==> src/rtl/mips_display_pkg.sv <==
// Shared definitions for the register-31 display path.
//   - state_t      : converter FSM states (idle / shifting / result update)
//   - SEG_*        : active-low segment patterns, bit order {g,f,e,d,c,b,a}
//   - BCD_DIGITS   : width of the BCD accumulator in decimal digits
//   - CONV_BITS    : binary input width, also the number of shift iterations
//   - bcd_adjust() : one double-dabble correction step (+3 on nibbles >= 5)
package mips_display_pkg;

   typedef enum logic [1:0] {
      StIdle,
      StConvert,
      StUpdate
   } state_t;

   localparam logic [6:0] SEG_BLANK = 7'b1111111;
   localparam logic [6:0] SEG_DASH  = 7'b0111111;
   localparam logic [6:0] SEG_MINUS = 7'b0111111;

   // 2^32-1 has ten decimal digits.
   localparam int unsigned BCD_DIGITS = 10;
   localparam int unsigned CONV_BITS  = 32;

   // Add 3 to every nibble that is 5 or more, so the following left shift
   // carries correctly into the next decimal digit.
   function automatic logic [4*BCD_DIGITS-1:0] bcd_adjust(input logic [4*BCD_DIGITS-1:0] bcd);
      logic [4*BCD_DIGITS-1:0] res;
      logic [3:0]              nib;
      res = bcd;
      for (int i = 0; i < int'(BCD_DIGITS); i++) begin
         nib = bcd[4*i +: 4];
         if (nib >= 4'd5) begin
            res[4*i +: 4] = nib + 4'd3;
         end
      end
      return res;
   endfunction

endpackage

==> src/rtl/seg7_decode.sv <==
// Combinational BCD digit to active-low 7-segment pattern.
// Ports:
//   bcd : 4-bit decimal digit (values above 9 decode to blank)
//   seg : active-low segments, bit order {g,f,e,d,c,b,a}
module seg7_decode
   import mips_display_pkg::*;
(
   input  logic [3:0] bcd,
   output logic [6:0] seg
);

   always_comb begin
      seg = SEG_BLANK;
      case (bcd)
         4'd0:    seg = 7'b1000000;
         4'd1:    seg = 7'b1111001;
         4'd2:    seg = 7'b0100100;
         4'd3:    seg = 7'b0110000;
         4'd4:    seg = 7'b0011001;
         4'd5:    seg = 7'b0010010;
         4'd6:    seg = 7'b0000010;
         4'd7:    seg = 7'b1111000;
         4'd8:    seg = 7'b0000000;
         4'd9:    seg = 7'b0010000;
         default: seg = SEG_BLANK;
      endcase
   end

endmodule

==> src/rtl/display_driver.sv <==
// Drives a bank of active-low 7-segment digits with the decimal value of the
// register file's display port (register 31). Binary to BCD uses iterative
// double-dabble, one bit per clock; a conversion starts whenever the input
// differs from the last value shown, and new segments appear 33 edges after
// capture.
//
// Optional build macro: SIGNED_DISPLAY_EN
//   defined   : toDisplay is two's complement; negatives show a minus sign in
//               the top digit and the magnitude must fit in DIGITS-1 digits.
//   undefined : unsigned display only.
//
// Parameters:
//   DIGITS        : number of digits driven (1..10)
//   BLANK_LEADING : 1 = blank leading zeros (digit 0 always lit)
// Ports:
//   clock     : system clock, rising edge
//   reset_n   : synchronous active-low reset
//   toDisplay : value to show
//   segments  : digit k at [7k+6:7k], {g,f,e,d,c,b,a}, active-low, registered
//   busy      : high while converting or updating
//   done      : one-cycle pulse after segments change
//   overflow  : displayed value does not fit in the available digits
module display_driver
   import mips_display_pkg::*;
#(
   parameter int unsigned DIGITS        = 8,
   parameter bit          BLANK_LEADING = 1'b1
) (
   input  logic                  clock,
   input  logic                  reset_n,
   input  logic [31:0]           toDisplay,
   output logic [7*DIGITS-1:0]   segments,
   output logic                  busy,
   output logic                  done,
   output logic                  overflow
);

   state_t                  state_q, state_d;
   logic [CONV_BITS-1:0]    bin_q;
   logic [31:0]             last_q;
   logic [4*BCD_DIGITS-1:0] bcd_q;
   logic [4*BCD_DIGITS-1:0] bcd_adj;
   logic [5:0]              cnt_q;
   logic                    shown_q;
   logic                    start;
   logic [31:0]             capture_val;
   logic                    is_neg;

   logic [6:0]              dec [DIGITS];
   logic [7*DIGITS-1:0]     seg_res;
   logic                    ovf_res;
   logic                    busy_d;
   logic                    done_d;

   // Re-evaluated only in idle, so input changes mid-conversion are ignored.
   assign start   = (state_q == StIdle) && (!shown_q || (toDisplay != last_q));
   assign bcd_adj = bcd_adjust(bcd_q);

`ifdef SIGNED_DISPLAY_EN
   logic neg_q;

   // Negate at capture so the shift loop always sees a magnitude; -2^31
   // wraps to 0x80000000, which is exactly its magnitude as unsigned.
   assign capture_val = toDisplay[31] ? (~toDisplay + 32'd1) : toDisplay;
   assign is_neg      = neg_q;

   always_ff @(posedge clock) begin
      if (!reset_n) begin
         neg_q <= 1'b0;
      end else if (start) begin
         neg_q <= toDisplay[31];
      end
   end
`else
   assign capture_val = toDisplay;
   assign is_neg      = 1'b0;
`endif

   // FSM state register.
   always_ff @(posedge clock) begin
      if (!reset_n) begin
         state_q <= StIdle;
      end else begin
         state_q <= state_d;
      end
   end

   // FSM next state.
   always_comb begin
      state_d = state_q;
      unique case (state_q)
         StIdle: begin
            if (start) begin
               state_d = StConvert;
            end
         end
         StConvert: begin
            if (cnt_q == 6'(CONV_BITS - 1)) begin
               state_d = StUpdate;
            end
         end
         StUpdate: state_d = StIdle;
         default:  state_d = StIdle;
      endcase
   end

   // Conversion datapath.
   always_ff @(posedge clock) begin
      if (!reset_n) begin
         bin_q   <= '0;
         last_q  <= '0;
         bcd_q   <= '0;
         cnt_q   <= '0;
         shown_q <= 1'b0;
      end else begin
         unique case (state_q)
            StIdle: begin
               if (start) begin
                  bin_q  <= capture_val;
                  last_q <= toDisplay;
                  bcd_q  <= '0;
                  cnt_q  <= '0;
               end
            end
            StConvert: begin
               {bcd_q, bin_q} <= {bcd_adj[4*BCD_DIGITS-2:0], bin_q, 1'b0};
               cnt_q          <= cnt_q + 6'd1;
            end
            StUpdate: shown_q <= 1'b1;
            default: ;
         endcase
      end
   end

   for (genvar g = 0; g < int'(DIGITS); g++) begin : g_dec
      seg7_decode u_dec (
         .bcd (bcd_q[4*g +: 4]),
         .seg (dec[g])
      );
   end

   // FSM outputs and the segment image built from the finished BCD result.
   always_comb begin
      int   fit;
      logic nz;

      busy_d  = (state_d != StIdle);
      done_d  = (state_q == StUpdate);

      // A negative value gives up the top digit to the minus sign.
      fit     = is_neg ? int'(DIGITS) - 1 : int'(DIGITS);
      ovf_res = 1'b0;
      for (int k = 0; k < int'(BCD_DIGITS); k++) begin
         if ((k >= fit) && (bcd_q[4*k +: 4] != 4'd0)) begin
            ovf_res = 1'b1;
         end
      end

      // Walk down from the top digit; nz marks that a nonzero digit has been
      // seen at or above the current position.
      nz      = 1'b0;
      seg_res = '1;
      for (int k = int'(DIGITS) - 1; k >= 0; k--) begin
         nz = nz | (bcd_q[4*k +: 4] != 4'd0);
         if (ovf_res) begin
            seg_res[7*k +: 7] = SEG_DASH;
         end else if (is_neg && (k == int'(DIGITS) - 1)) begin
            seg_res[7*k +: 7] = SEG_MINUS;
         end else if (nz || (k == 0) || !BLANK_LEADING) begin
            seg_res[7*k +: 7] = dec[k];
         end else begin
            seg_res[7*k +: 7] = SEG_BLANK;
         end
      end
   end

   // Registered outputs.
   always_ff @(posedge clock) begin
      if (!reset_n) begin
         segments <= '1;
         busy     <= 1'b0;
         done     <= 1'b0;
         overflow <= 1'b0;
      end else begin
         busy <= busy_d;
         done <= done_d;
         if (state_q == StUpdate) begin
            segments <= seg_res;
            overflow <= ovf_res;
         end
      end
   end

endmodule

==> config.mk <==
export PLATFORM = sky130hd
export DESIGN_NAME = display_driver
export DESIGN_NICKNAME = d
export VERILOG_FILES = /design/src/rtl/mips_display_pkg.sv /design/src/rtl/seg7_decode.sv /design/src/rtl/display_driver.sv
export SDC_FILE = /design/constraint.sdc
export NUM_CORES = 1
export LEC_CHECK = 0
export ABC_AREA = 1
export ABC_CLOCK_PERIOD_IN_PS = 2200
export CORE_MARGIN = 2
export CORE_UTILIZATION = 30
export DETAILED_ROUTE_END_ITERATION = 8
export SLEW_MARGIN = 15
export SYNTH_ARGS = -nofsm -noshare
export SYNTH_HDL_FRONTEND = slang
export SYNTH_HIERARCHICAL = 1
export SYNTH_SLANG_ARGS = --single-unit
==> constraint.sdc <==
create_clock -name clock -period 2.2 [get_ports clock]
set_clock_uncertainty 0.15 [all_clocks]
set_input_delay 0.66 -clock clock [delete_from_list [all_inputs] [get_ports clock]]
set_output_delay 0.66 -clock clock [all_outputs]
set_load 0.03 [all_outputs]
Word level (Yosys, flattened, before mapping)
Memory sizes are Yosys's and may differ from the RTL's. A register that Yosys moved wholly into a read port is not among the register bits.
Index checks and enable logic that the tools add are counted.
{"block": "totals", "ff_bits": 172, "mem_bits_ro": 896, "inputBits": 34, "output_inout_bits": 59, "n_memories": 8}
{"memory": "(no name shown)", "words": 16, "width": 7, "rd": 1, "rd_ports_with_merged_regs": 1, "wr": 0, "line_no": "seg7_decode.sv:14", "text": "case (bcd)"}
{"memory": "(no name shown)", "words": 16, "width": 7, "rd": 1, "rd_ports_with_merged_regs": 1, "wr": 0, "line_no": "seg7_decode.sv:14"}
{"memory": "(no name shown)", "words": 16, "width": 7, "rd": 1, "rd_ports_with_merged_regs": 1, "wr": 0, "line_no": "seg7_decode.sv:14"}
{"memory": "(no name shown)", "words": 16, "width": 7, "rd": 1, "rd_ports_with_merged_regs": 1, "wr": 0, "line_no": "seg7_decode.sv:14"}
{"memory": "(no name shown)", "words": 16, "width": 7, "rd": 1, "rd_ports_with_merged_regs": 1, "wr": 0, "line_no": "seg7_decode.sv:14"}
{"memory": "(no name shown)", "words": 16, "width": 7, "rd": 1, "rd_ports_with_merged_regs": 1, "wr": 0, "line_no": "seg7_decode.sv:14"}
{"memory": "2 more memories"}
{"block": "op_classes", "addsub": 11, "magnitude_cmp": 10, "n_eq_ne": 5, "n_mux": 52, "bitwise_logic": 6, "n_reduce_logical": 17}
{"operator": "$mux W7", "n": 15}
{"operator": "$mux W4", "n": 25}
{"operator": "$pmux W40 S2", "n": 1}
{"operator": "$pmux W32 S2", "n": 1}
{"operator": "$ge A4 B3 Y1 const B", "n": 10}
{"operator": "$mux W40", "n": 1}
{"operator": "$add A4 B2 Y4 const B", "n": 9}
{"operator": "$reduce_bool A4 Y1", "n": 9}
{"operator": "$mux W32", "n": 1}
{"operator": "$ne A32 B32 Y1", "n": 1}
{"operator": "$pmux W6 S2", "n": 1}
{"operator": "$add A6 B1 Y6 const B", "n": 1}
{"operator": "$eq A6 B5 Y1 const B", "n": 1}
{"operator": "$mux W6", "n": 1}
{"operator": "$or A1 B1 Y1", "n": 6}
{"operator": "$mux W2", "n": 2}
{"operator": "$pmux W2 S2", "n": 1}
{"operator": "$reduce_and A2 Y1", "n": 2}
{"operator": "$reduce_bool A2 Y1", "n": 2}
{"operator": "$add A3 B2 Y3 const B", "n": 1}
{"operator": "$mux W3", "n": 1}
{"operator": "$eq A2 B1 Y1 const B", "n": 1}
{"operator": "$eq A2 B2 Y1 const B", "n": 1}
{"operator": "$logic_not A2 Y1", "n": 1}
{"operator": "other kinds (5)", "n": 6}

Longest topological paths before layout
{"block": "logic_depth", "ltp_word": 9, "ltp_mapped": 14}

Modules after synthesis
The synthesis kept the hierarchy.
{"module": "display_driver", "instances": 1, "cells_each": 1137, "area_each_um2": 8102.8, "seq_area_each_um2": 3443.3}
{"module": "seg7_decode", "instances": 8, "cells_each": 35, "area_each_um2": 187.7, "seq_area_each_um2": 0.0}

Least setup slack after synthesis
No wires, ideal clock.
{"block": "synth_path", "kind": "input port to flip-flop", "start": "input port toDisplay[25]", "end": "register bin_q[21]", "setup_ps": 132, "t_arrival_ps": 1719, "t_required_ps": 1918, "slack_ps": 199, "stages": 14, "n_path_buf": 1, "cell_sequence": "inv_2 > nand2_1 > nand2_1 > inv_1 > nand2_1 > nor2_1 > nand2_1 > nor2_1 > nand3_2 > nand2_4 > nand2_2 > buf_2 > nand2_1 > a21oi_1"}
{"block": "synth_between", "elab_chain_cells": 5}
{"item": "start, declared", "line_no": "display_driver.sv:31", "text": "input logic [31:0] toDisplay,"}
{"item": "$ne A32 B32 Y1", "line_no": "display_driver.sv:56", "text": "assign start = (state_q == StIdle) && (!shown_q || (toDisplay != last_q));"}
{"item": "$logic_or A1 B1 Y1", "line_no": "display_driver.sv:56"}
{"item": "$logic_and A1 B1 Y1", "line_no": "display_driver.sv:56"}
{"item": "$ne A2 B2 Y1 (no line)"}
{"item": "$reduce_and A2 Y1 (no line)"}
{"item": "end signal, assigned", "line_no": "display_driver.sv:119", "text": "bin_q <= capture_val;"}
{"item": "end signal, assigned", "line_no": "display_driver.sv:126", "text": "{bcd_q, bin_q} <= {bcd_adj[4*BCD_DIGITS-2:0], bin_q, 1'b0};"}
{"item": "end, declared", "line_no": "display_driver.sv:39", "text": "logic [CONV_BITS-1:0] bin_q;"}
Every way passes these cells.
A chain may end at the register's enable or synchronous reset.

Final worst setup path
{"block": "layout_path", "start": "input port toDisplay[25]", "end": "register bin_q[14]"}
The elaborated chain is that of the path after synthesis.

==> results.md <==
* Result of the run: complete, no violations
* Global-route wire length before repair at 42600 um
* Final HPWL DP at 17100 um
* Fraction of layout cells with a size suffix above 1 at 0.116
* Via count of the first global-routing pass at 8789
* Final Hold Violating Endpoints at 0
* Number of antenna violations at the first check in global routing at 0
* Worst max-slew margin expressed relative to the limit at 0.428
* IO buf count at 92
* Setup repair after global routing missed its margin: yes
* Largest net degree at the start of global routing at 113
* Leakage component of the power at 5.30 nW
* Clock latency reported for the late side of the worst-skew pair at 450 ps
* First DRT Iteration DRCs at 475
* Final sum of negative setup slack at 0 ps
* Number of cells in the design after placement at 1921
* Endpoint of the worst-slack reg-to-reg timing path: segments[27]
* Clk sinks at 172
* Logic depth of the worst register-to-register path at 11
* Post-synth top flop: dfxtp_1
* Drc violations at 0
* Time the final worst path needs with I/O delays and setup at 2100 ps
* Post-synth EDFFs at 0
* Launching point of the worst reg2reg path: bcd_q[29]
* Starting density of the core at 0.304
* Maximum clock path buffer count at 2
* Slew @ Worst Pin at 857 ps
* TritonCTS buffer count at 17
* Chip Height at 183 um
* Summed instance area of the synthesized netlist at 9600 um2
* Area growth from synthesis to layout at 29.1%
* Worst-case register-to-register setup slack at 170 ps
* Sequential area share after synthesis at 0.359
* Overall routing resource usage at 0.155
* Total vias in the final route at 9415
* Path type of the worst min-delay path: flip-flop to flip-flop
* Cell depth of the worst min-delay path at 2
* Maximum resistive drop on vdd at 0.568 mV
* Top Ports at 93
* Post-Synthesis Cells at 1417
* Final worst-path cycle share at 0.953
* Clock tree from TritonCTS: yes
* Area of combinational cells with multiple inputs at 5470 um2
* Sequential cell area in the final layout at 3440 um2
* Critical path type: input pin to flip-flop
* First-pass detailed-route iteration total at 5
* Data required, critical path at 2430 ps
* Endpoint arrival time on the critical path at 2320 ps
* Filler Cell Count at 3291
* Share of flip-flops with an asynchronous set or reset after synthesis at 0
* Total number of H-tree levels at 4
* Syn. warnings at 6
* WHS at 310 ps
* Post-Layout Cell Count at 1968
* Cell area power density at 569 nW/um2
* Post-detailed-route via-to-cell ratio at 4.78
* Slew Viols, Final at 0
* Mean post-synth cell area at 6.78 um2
* Crit path launch: toDisplay[25]
* Net Count, Synth at 1519
* Setup-failing EPs final at 0
* Remaining global-route overflow at 0
* DRT Wirelength at 25900 um
* Weighted congestion at the end of routability-driven global placement at 0.819
* Largest fanout on the critical path at 9
* Nets at 1655
* Element type at the critical path start: input pin
* Placed inst area at 11500 um2
* N_diodes at 0
* Post-synthesis register bit count at 172
* Average wire per cell in the routed design at 13.2 um
* Final std cell area, no fill at 12400 um2
* Core Region at 31600 um2
* Core Rows at 65
* Worst Hold End: last_q[29]
* Number of distinct standard cells referenced by the synthesized netlist at 35
* Die footprint at 33500 um2
* Die W at 183 um
* # Max-Cap Violations at 0
* Peak Freq at 477 MHz
* Clk slew on worst S/H paths at 70 ps
* CP Capture Type: flip-flop
* Cell chosen for the clock root: clkbuf_16
* Min-Delay Startpoint: last_q[29]
* Final antenna-violating net count at 0
## cell usage in the layout (no fill, tap or decap), types with 3 or more instances in the layout
master           Yosys  final
nand2_1            408    404
nand3_1            176    174
dfxtp_1            172    172
a21oi_1            148    143
inv_1              128    121
dlygate4sd2_1        0     76
ha_1                68     68
o21ai_0             67     66
buf_4                3     63
nor2_1              54     47
o22ai_1             26     26
inv_2               13     19
clkbuf_16            0     19
xnor2_1             16     15
o21ai_1             13     14
nor3_1              14     14
buf_12               0     12
o21ai_2              8      8
dlymetal6s2s_1       0      8
o211ai_1             7      7
a31oi_1              7      7
nor2_2               1      6
buf_16               0      6
a21oi_2              0      5
inv_6                0      5
buf_6                2      5
xor2_1               4      4
clkinv_1             4      4
clkbuf_2             0      4
nor2_4               1      3
nand2_2              1      3
nand3_2              2      3
a211o_1              3      3
nand4_1              3      3
nand2_8              0      3
clkinvlp_4           0      3
clkdlybuf4s15_1      0      3
## cell families after synthesis
| logic type | Yosys count | synth area share |
|---|---|---|
| simple gates | 666 | 0.291 |
| compound gates | 280 | 0.157 |
| buf+inv | 211 | 0.0865 |
| flops | 172 | 0.359 |
| fa+ha+maj | 68 | 0.0886 |
| xor+xnor | 20 | 0.0182 |
## per-layer routing
metal	part of all wire	global-route usage	routed length, um	up-vias
li1	-	-	-	4926
met3	0.039	0.0276	1020	30
met5	0	0	0	-
met4	0.015	0.0467	393	0
met1	0.47	0.195	12200	4275
met2	0.47	0.270	12300	184
## critical path, stage by stage
cell and delay (ps):
dlygate4sd2_1 250, inv_2 70, buf_4 100, o21ai_1 50, nor2_1 90, nand3_1 100
nor2_2 180, nand3_4 130, buf_6 160, nand2_8 140, buf_12 150, nand3_1 80
a21oi_2 160
## how the worst max path moves through the flow
stage / endpoint / slack [ps] / cells past startpoint
after CTS: bcd_q[7] / 0.7 / 11
after global placement: bcd_q[24] / -610 / 14
final: bin_q[14] / 100 / 13
after floorplan: bin_q[21] / 200 / 14
after detailed placement: cnt_q[3] / -630 / 13
after global routing: segments[44] / -20 / 9
## per-stage QoR
stage	setup WS, ps	power, mW	utilization
CTS	0.665	7.11	0.389
finish	102	7.06	0.393
global placement	-606	4.02	0.364
detailed placement	-627	4.03	0.364
global route	-17.6	7.35	0.393
floorplan	199	3.73	-
## state kept, by name, indices dropped and copies added (netlist names)
name,count
segments,56
bcd_q,40
bin_q,32
last_q,32
cnt_q,6
state_q,2
busy,1
done,1
overflow,1
shown_q,1
## final cells by class
class / instances / area share
inverters: 145 / 0.0441
clock inverters: 14 / 0.0109
clock buffers: 18 / 0.0346
well taps: 402 / 0.0406
repair buffers: 182 / 0.151
multi-input cells: 1035 / 0.441
flip-flops and latches: 172 / 0.278
## cell usage after synthesis, types with 4 or more instances
cell / n / area (um2)
buf_2: 10 / 50.1
xor2_1: 4 / 35.0
nand3_1: 176 / 881
nand2_1: 408 / 1530
o21ai_1: 13 / 65.1
inv_1: 128 / 480
inv_2: 13 / 48.8
dfxtp_1: 172 / 3440
a31oi_1: 7 / 43.8
o21ai_2: 8 / 70.1
nor3_1: 14 / 70.1
nor2_1: 54 / 203
o22ai_1: 26 / 163
a21oi_1: 148 / 741
xnor2_1: 16 / 140
clkinv_1: 4 / 15.0
ha_1: 68 / 851
buf_1: 4 / 15.0
clkbuf_1: 47 / 176
o211ai_1: 7 / 52.6
o21ai_0: 67 / 335
## where the power goes
| part | switching, mW | internal (mW) | total, mW | leakage [nW] |
|---|---|---|---|---|
| combinational | 0.449 | 0.371 | 0.820 | 3.63 |
| sequential | 0.0564 | 3.20 | 3.26 | 1.40 |
| clock | 1.40 | 1.58 | 2.98 | 0.270 |
## repair_timing
action,CTS,global route
hold buffers,0,0
gates resized for setup,107,35
pin swaps,5,19
setup buffers,2,1
gates cloned,9,3
setup endpoints to repair,170,135
Note: power is estimated with default switching activity, not from simulation.
